[config.mk]
export PLATFORM = sky130hd
export DESIGN_NAME = mem_port_arbiter
export DESIGN_NICKNAME = d
export VERILOG_FILES = /design/src/rtl/mem_arb_pkg.sv /design/src/rtl/mem_arb_pick.sv /design/src/rtl/mem_port_arbiter.sv
export SDC_FILE = /design/constraint.sdc
export NUM_CORES = 1
export LEC_CHECK = 0
export BUFFER_PORTS_ARGS = -buffer_cell sky130_fd_sc_hd__buf_2
export CORE_UTILIZATION = 40
export CTS_BUF_LIST = sky130_fd_sc_hd__clkbuf_4
export CTS_CLUSTER_DIAMETER = 50
export DETAILED_ROUTE_END_ITERATION = 6
export GPL_TIMING_DRIVEN = 0
export HOLD_SLACK_MARGIN = 0.03
export PLACE_DENSITY = 0.67
export SLEW_MARGIN = 20
export SYNTH_ARGS = -nofsm -noshare
export SYNTH_HDL_FRONTEND = slang
export SYNTH_HIERARCHICAL = 1
export SYNTH_SLANG_ARGS = --single-unit
[constraint.sdc]
create_clock -name clk -period 1.9 [get_ports clk]
set_input_delay 0.285 -clock clk [delete_from_list [all_inputs] [get_ports clk]]
set_output_delay 0.285 -clock clk [all_outputs]
set_load 0.03 [all_outputs]
[src/rtl/mem_arb_pkg.sv]
// Shared types and constants for the unified-memory port arbiter.
// The state enum, the grant encoding and the counter sizing all live here.
package mem_arb_pkg;

  localparam int MEM_LAT_MAX = 4;
  localparam int CNT_W       = $clog2(MEM_LAT_MAX);

  localparam logic GRANT_IF = 1'b0;
  localparam logic GRANT_DM = 1'b1;

  typedef enum logic [1:0] {
    IDLE   = 2'd0,
    ACCESS = 2'd1,
    WAIT   = 2'd2,
    DONE   = 2'd3
  } arb_state_e;

endpackage

[src/rtl/mem_arb_pick.sv]
// Combinational round-robin selector between the fetch and data ports.
// On contention the port that was not granted last time wins.
module mem_arb_pick
  import mem_arb_pkg::*;
(
  input  logic if_req,
  input  logic dm_req,
  input  logic last_grant,
  output logic valid,
  output logic grant
);

  always_comb begin
    valid = if_req | dm_req;
    grant = GRANT_IF;
    if (if_req && dm_req) begin
      grant = ~last_grant;
    end else if (dm_req) begin
      grant = GRANT_DM;
    end
  end

endmodule

[src/rtl/mem_port_arbiter.sv]
// Serialises fetch and load/store accesses onto the single-ported memory.
// One transaction at a time: grant, one ACCESS strobe, MEM_LAT wait, ack.
//
// state  | meaning
// IDLE   | no transaction; requests are sampled and a winner is latched
// ACCESS | mem_en strobe with the latched address/data/we; counter loaded
// WAIT   | counting down the read latency; rdata captured at count 0
// DONE   | ack pulse to the granted port; requests are ignored
module mem_port_arbiter
  import mem_arb_pkg::*;
#(
  parameter int ADDR_W  = 32,
  parameter int DATA_W  = 32,
  parameter int MEM_LAT = 1
) (
  input  logic              clk,
  input  logic              reset,
  input  logic              if_req,
  input  logic [ADDR_W-1:0] if_addr,
  output logic              if_ack,
  output logic [DATA_W-1:0] if_rdata,
  input  logic              dm_req,
  input  logic              dm_we,
  input  logic [ADDR_W-1:0] dm_addr,
  input  logic [DATA_W-1:0] dm_wdata,
  output logic              dm_ack,
  output logic [DATA_W-1:0] dm_rdata,
  output logic              mem_en,
  output logic              mem_we,
  output logic [ADDR_W-1:0] mem_addr,
  output logic [DATA_W-1:0] mem_wdata,
  input  logic [DATA_W-1:0] mem_rdata,
  output logic              busy
);

  arb_state_e        state_q, state_d;
  logic [CNT_W-1:0]  cnt_q, cnt_d;
  logic              grant_q, grant_d;
  logic              last_grant_q, last_grant_d;
  logic              we_q, we_d;
  logic [ADDR_W-1:0] addr_q, addr_d;
  logic [DATA_W-1:0] wdata_q, wdata_d;
  logic [DATA_W-1:0] if_rdata_q, if_rdata_d;
  logic [DATA_W-1:0] dm_rdata_q, dm_rdata_d;

  logic pick_valid;
  logic pick_grant;

  mem_arb_pick u_pick (
    .if_req     (if_req),
    .dm_req     (dm_req),
    .last_grant (last_grant_q),
    .valid      (pick_valid),
    .grant      (pick_grant)
  );

  always_ff @(posedge clk) begin
    if (reset) begin
      state_q      <= IDLE;
      cnt_q        <= '0;
      grant_q      <= GRANT_IF;
      last_grant_q <= GRANT_IF;
      we_q         <= 1'b0;
      addr_q       <= '0;
      wdata_q      <= '0;
      if_rdata_q   <= '0;
      dm_rdata_q   <= '0;
    end else begin
      state_q      <= state_d;
      cnt_q        <= cnt_d;
      grant_q      <= grant_d;
      last_grant_q <= last_grant_d;
      we_q         <= we_d;
      addr_q       <= addr_d;
      wdata_q      <= wdata_d;
      if_rdata_q   <= if_rdata_d;
      dm_rdata_q   <= dm_rdata_d;
    end
  end

  always_comb begin
    state_d      = state_q;
    cnt_d        = cnt_q;
    grant_d      = grant_q;
    last_grant_d = last_grant_q;
    we_d         = we_q;
    addr_d       = addr_q;
    wdata_d      = wdata_q;
    if_rdata_d   = if_rdata_q;
    dm_rdata_d   = dm_rdata_q;

    unique case (state_q)
      IDLE: begin
        if (pick_valid) begin
          grant_d      = pick_grant;
          last_grant_d = pick_grant;
          state_d      = ACCESS;
          if (pick_grant == GRANT_DM) begin
            addr_d  = dm_addr;
            we_d    = dm_we;
            wdata_d = dm_wdata;
          end else begin
            // fetches never write; the write-data pins keep their old value
            addr_d = if_addr;
            we_d   = 1'b0;
          end
        end
      end
      ACCESS: begin
        cnt_d   = CNT_W'(MEM_LAT - 1);
        state_d = WAIT;
      end
      WAIT: begin
        if (cnt_q == '0) begin
          state_d = DONE;
          if (!we_q) begin
            if (grant_q == GRANT_DM) begin
              dm_rdata_d = mem_rdata;
            end else begin
              if_rdata_d = mem_rdata;
            end
          end
        end else begin
          cnt_d = cnt_q - 1'b1;
        end
      end
      DONE: begin
        state_d = IDLE;
      end
      default: begin
        state_d = IDLE;
      end
    endcase
  end

  assign mem_en    = (state_q == ACCESS);
  assign mem_we    = mem_en & we_q;
  assign mem_addr  = addr_q;
  assign mem_wdata = wdata_q;
  assign if_ack    = (state_q == DONE) && (grant_q == GRANT_IF);
  assign dm_ack    = (state_q == DONE) && (grant_q == GRANT_DM);
  assign if_rdata  = if_rdata_q;
  assign dm_rdata  = dm_rdata_q;
  assign busy      = (state_q != IDLE);

endmodule

==> key figures <==
CTS
  – Clk sinks: 134
  – Clock slew at reported path FFs: about 0.11 ns
  – Longest Clk Path Bufs: 2
  – Clock Latency Late Sink: 0.55 ns
  – Post-CTS setup buffers: 0
  – Depth of the CTS H-tree: 4
  – CTS tree: built
  – TritonCTS Buffers: 17
  – Root Driver: clkbuf_4

Floorplan
  – Die span in x: 118 µm
  – Initial Util: 0.417
  – Die Y: between 100 and 150 µm
  – Core ar.: 12800 µm²
  – IO Pins: 266
  – Die area: 13800 µm²
  – Row Count: 41

Synthesis
  – Warnings from Yosys: 6
  – Mux cell area share after synthesis: 0.0599
  – Post-Synthesis Cells: 616
  – Post-synth EDFFs: 0
  – Synth Flop Type: dfxtp_1
  – Compound-Gate Fraction of Synth Area: 0.168
  – Yosys cell types: 32
  – Syn Std Cell Area: 5350 µm²
  – Post-synthesis adder-cell area fraction: 0.0164
  – Largest family of logic cells by synthesized area: simple AND/OR/NAND/NOR gates
  – Mean post-synth cell area: 8.69 µm²
  – Mapped Nets: 756
  – Simple-gate area share of the yosys netlist: 0.181
  – Post-synthesis register bit count: 134
  – Sequential area share after synthesis: 0.501
  – Synth Area in XOR/XNOR: 0
  – Ys async rst share: 0

STA
  – Endpoints failing setup: 0
  – Fin. max-slew vios: 0
  – Setup total negative slack: 0 ns
  – Layout Skew: 0.0139 ns
  – Slew at the pin closest to its max-slew limit: a little under 0.6 ns
  – RSZ-0062 raised after global routing: true
  – Fin crit period: 1.81 ns
  – Worst slew margin: 0.607
  – Fin worst setup slack: 0.0856 ns
  – Max Freq: 551 MHz
  – Fin crit share: 0.955
  – Final hold violations: 0

Finish
  – ANT cells: 0
  – # nets final: 1139
  – Fin util: 0.641
  – Area Overhead vs Synth: 53.5%
  – Share of cells above drive strength 1: 0.355
  – Most frequent cells in the layout: buf_2, nand2_1, dfxtp_1
  – Leading cell type in the layout, fill and taps excluded: buf_2

Route
  – DRT antenna net count: 0
  – DRC Markers: 0
  – Vias per inst: 4.72
  – Final WL: approximately 17000 µm
  – DRT iter0 DRCs: 338
  – WL/cell: 14.1 µm
  – First-pass detailed-route iteration total: 4
  – Vias: 5586

Critical path
  – Setup Crit Path Kind: reg2out
  – CP Launch Type: register
  – Register-to-Register Path Depth: 6
  – WP data arrival: 1.53 ns
  – Kind of end point of the critical path: output port
  – Worst setup path startpoint: state_q[1]
  – RR Startpoint: last_grant_q
  – Crit Path Max Fanout: 4
  – Reg2Reg Capture Point: mem_addr[22]
  – WP data required: 1.62 ns
  – Slack of the worst reg-to-reg path: approximately 0.086 ns

Worst hold path
  – Hold WC Path Type: in2reg
  – Hold Startpoint: dm_addr[14]
  – Min-Delay Endpoint: mem_addr[14]
  – Worst Hold Depth: 3

Pwr
  – PD cells: about 1200 nW/µm²
  – Static Leakage: 0.00378 µW
  – Max IR drop VDD: 0.837 mV

Status
  – Status: finished, final reports clean

Global route
  – Vias in the first global route: 5465
  – Largest net degree at the start of global routing: 17
  – Gr ovfl total: 0
  – Number of antenna violations at the first check in global routing: 0
  – Global-route wire length before repair: 26200 µm
  – Gr usage total: 0.238

Place
  – Worst slack at placement: 0.305 ns
  – Placer Congestion: 0.811
  – Dpl hpwl: 11000 µm
  – Port-buffer cells: 264

Job
  – MaxCap Viol Count: 0
-- area by class of cell --
| cell class | instances | area (µm²) |
|---|---|---|
| Fill cell | 1123 | 4610 |
| Sequential cell | 134 | 2690 |
| Timing Repair Buffer | 364 | 2330 |
| Multi-Input combinational cell | 428 | 2280 |
| Buffer | 48 | 372 |
| Tap cell | 172 | 215 |
| Clock inverter | 14 | 181 |
| Clock buffer | 18 | 135 |
| Inverter | 6 | 22.5 |
-- cells by family (layout without fill, tap and decap cells) --
group / Yosys count / after routing
DFF: 134 / 134
adders and majority gates: 7 / 7
and+or+nand+nor: 239 / 239
buffers and inverters: 54 / 450
AOI/OAI and AO/OA: 150 / 150
muxes: 32 / 32
-- where the power goes --
| group | switching, µW | total [µW] | internal (µW) |
|---|---|---|---|
| registers | 311 | 3700 | 3390 |
| clock network | 1070 | 2110 | 1050 |
| logic | 2590 | 3960 | 1370 |
| total | 3970 | 9780 | 5810 |
-- worst max path at each step --
stage / endpoint / cells past startpoint / slack [ns]
3_3_place_gp: dm_rdata[23] / 7 / 0.32
2_1_floorplan: mem_we / 3 / 0.47
6_report: mem_we / 4 / 0.09
3_5_place_dp: dm_rdata[23] / 7 / 0.31
4_1_cts: mem_we / 4 / 0.02
5_1_grt: mem_we / 4 / -0.03
-- state kept, by name, summed over array words and instances (netlist names) --
signal	flops
if_rdata	32
dm_rdata	32
mem_wdata	32
we_q	1
last_grant_q	1
mem_addr	32
cnt_q	2
state_q	2
-- worst max-delay path: stages (launching register included) --
cell and delay, ns:
dfxtp_2 0.35, inv_1 0.11, ha_2 0.22, and2_1 0.13, buf_4 0.16
-- per-stage QoR --
step	instance area, µm²	total power, µW	cells	hold slack [ns]
2_1_floorplan	5350	6380	616	0.419
3_3_place_gp	6890	7510	1052	0.440
3_5_place_dp	6890	7530	1052	0.443
4_1_cts	8210	9820	1184	0.0312
5_1_grt	8220	10300	1184	0.0432
6_report	8220	9780	1184	0.0735
-- routing by layer --
metal | routed length [µm] | GRT usage
met2 | 8210 | 0.414
met4 | 510 | 0.114
met1 | 6800 | 0.260
met5 | 0 | 0
met3 | 1140 | 0.0770
-- cells in the mapped netlist, types with 6 or more instances --
master / number / area [µm²]
a21oi_2: 23 / 201
nand2_1: 196 / 736
buf_4: 6 / 45.0
inv_1: 6 / 22.5
buf_2: 12 / 60.1
o21ai_0: 13 / 65.1
mux2i_1: 32 / 320
a21oi_1: 90 / 450
buf_6: 16 / 180
clkbuf_1: 10 / 37.5
dfxtp_1: 134 / 2680
a211oi_1: 21 / 158
ha_1: 7 / 87.6
nor2_1: 21 / 78.8
-- repair_timing --
item                       in CTS  in global routing
pin swaps                       0                  0
resized for setup               4                  2
hold buffers                  100                  0
hold endpoints to repair      117                  0
setup endpoints to repair       1                  3
Note: power is estimated with default switching activity, not from simulation.
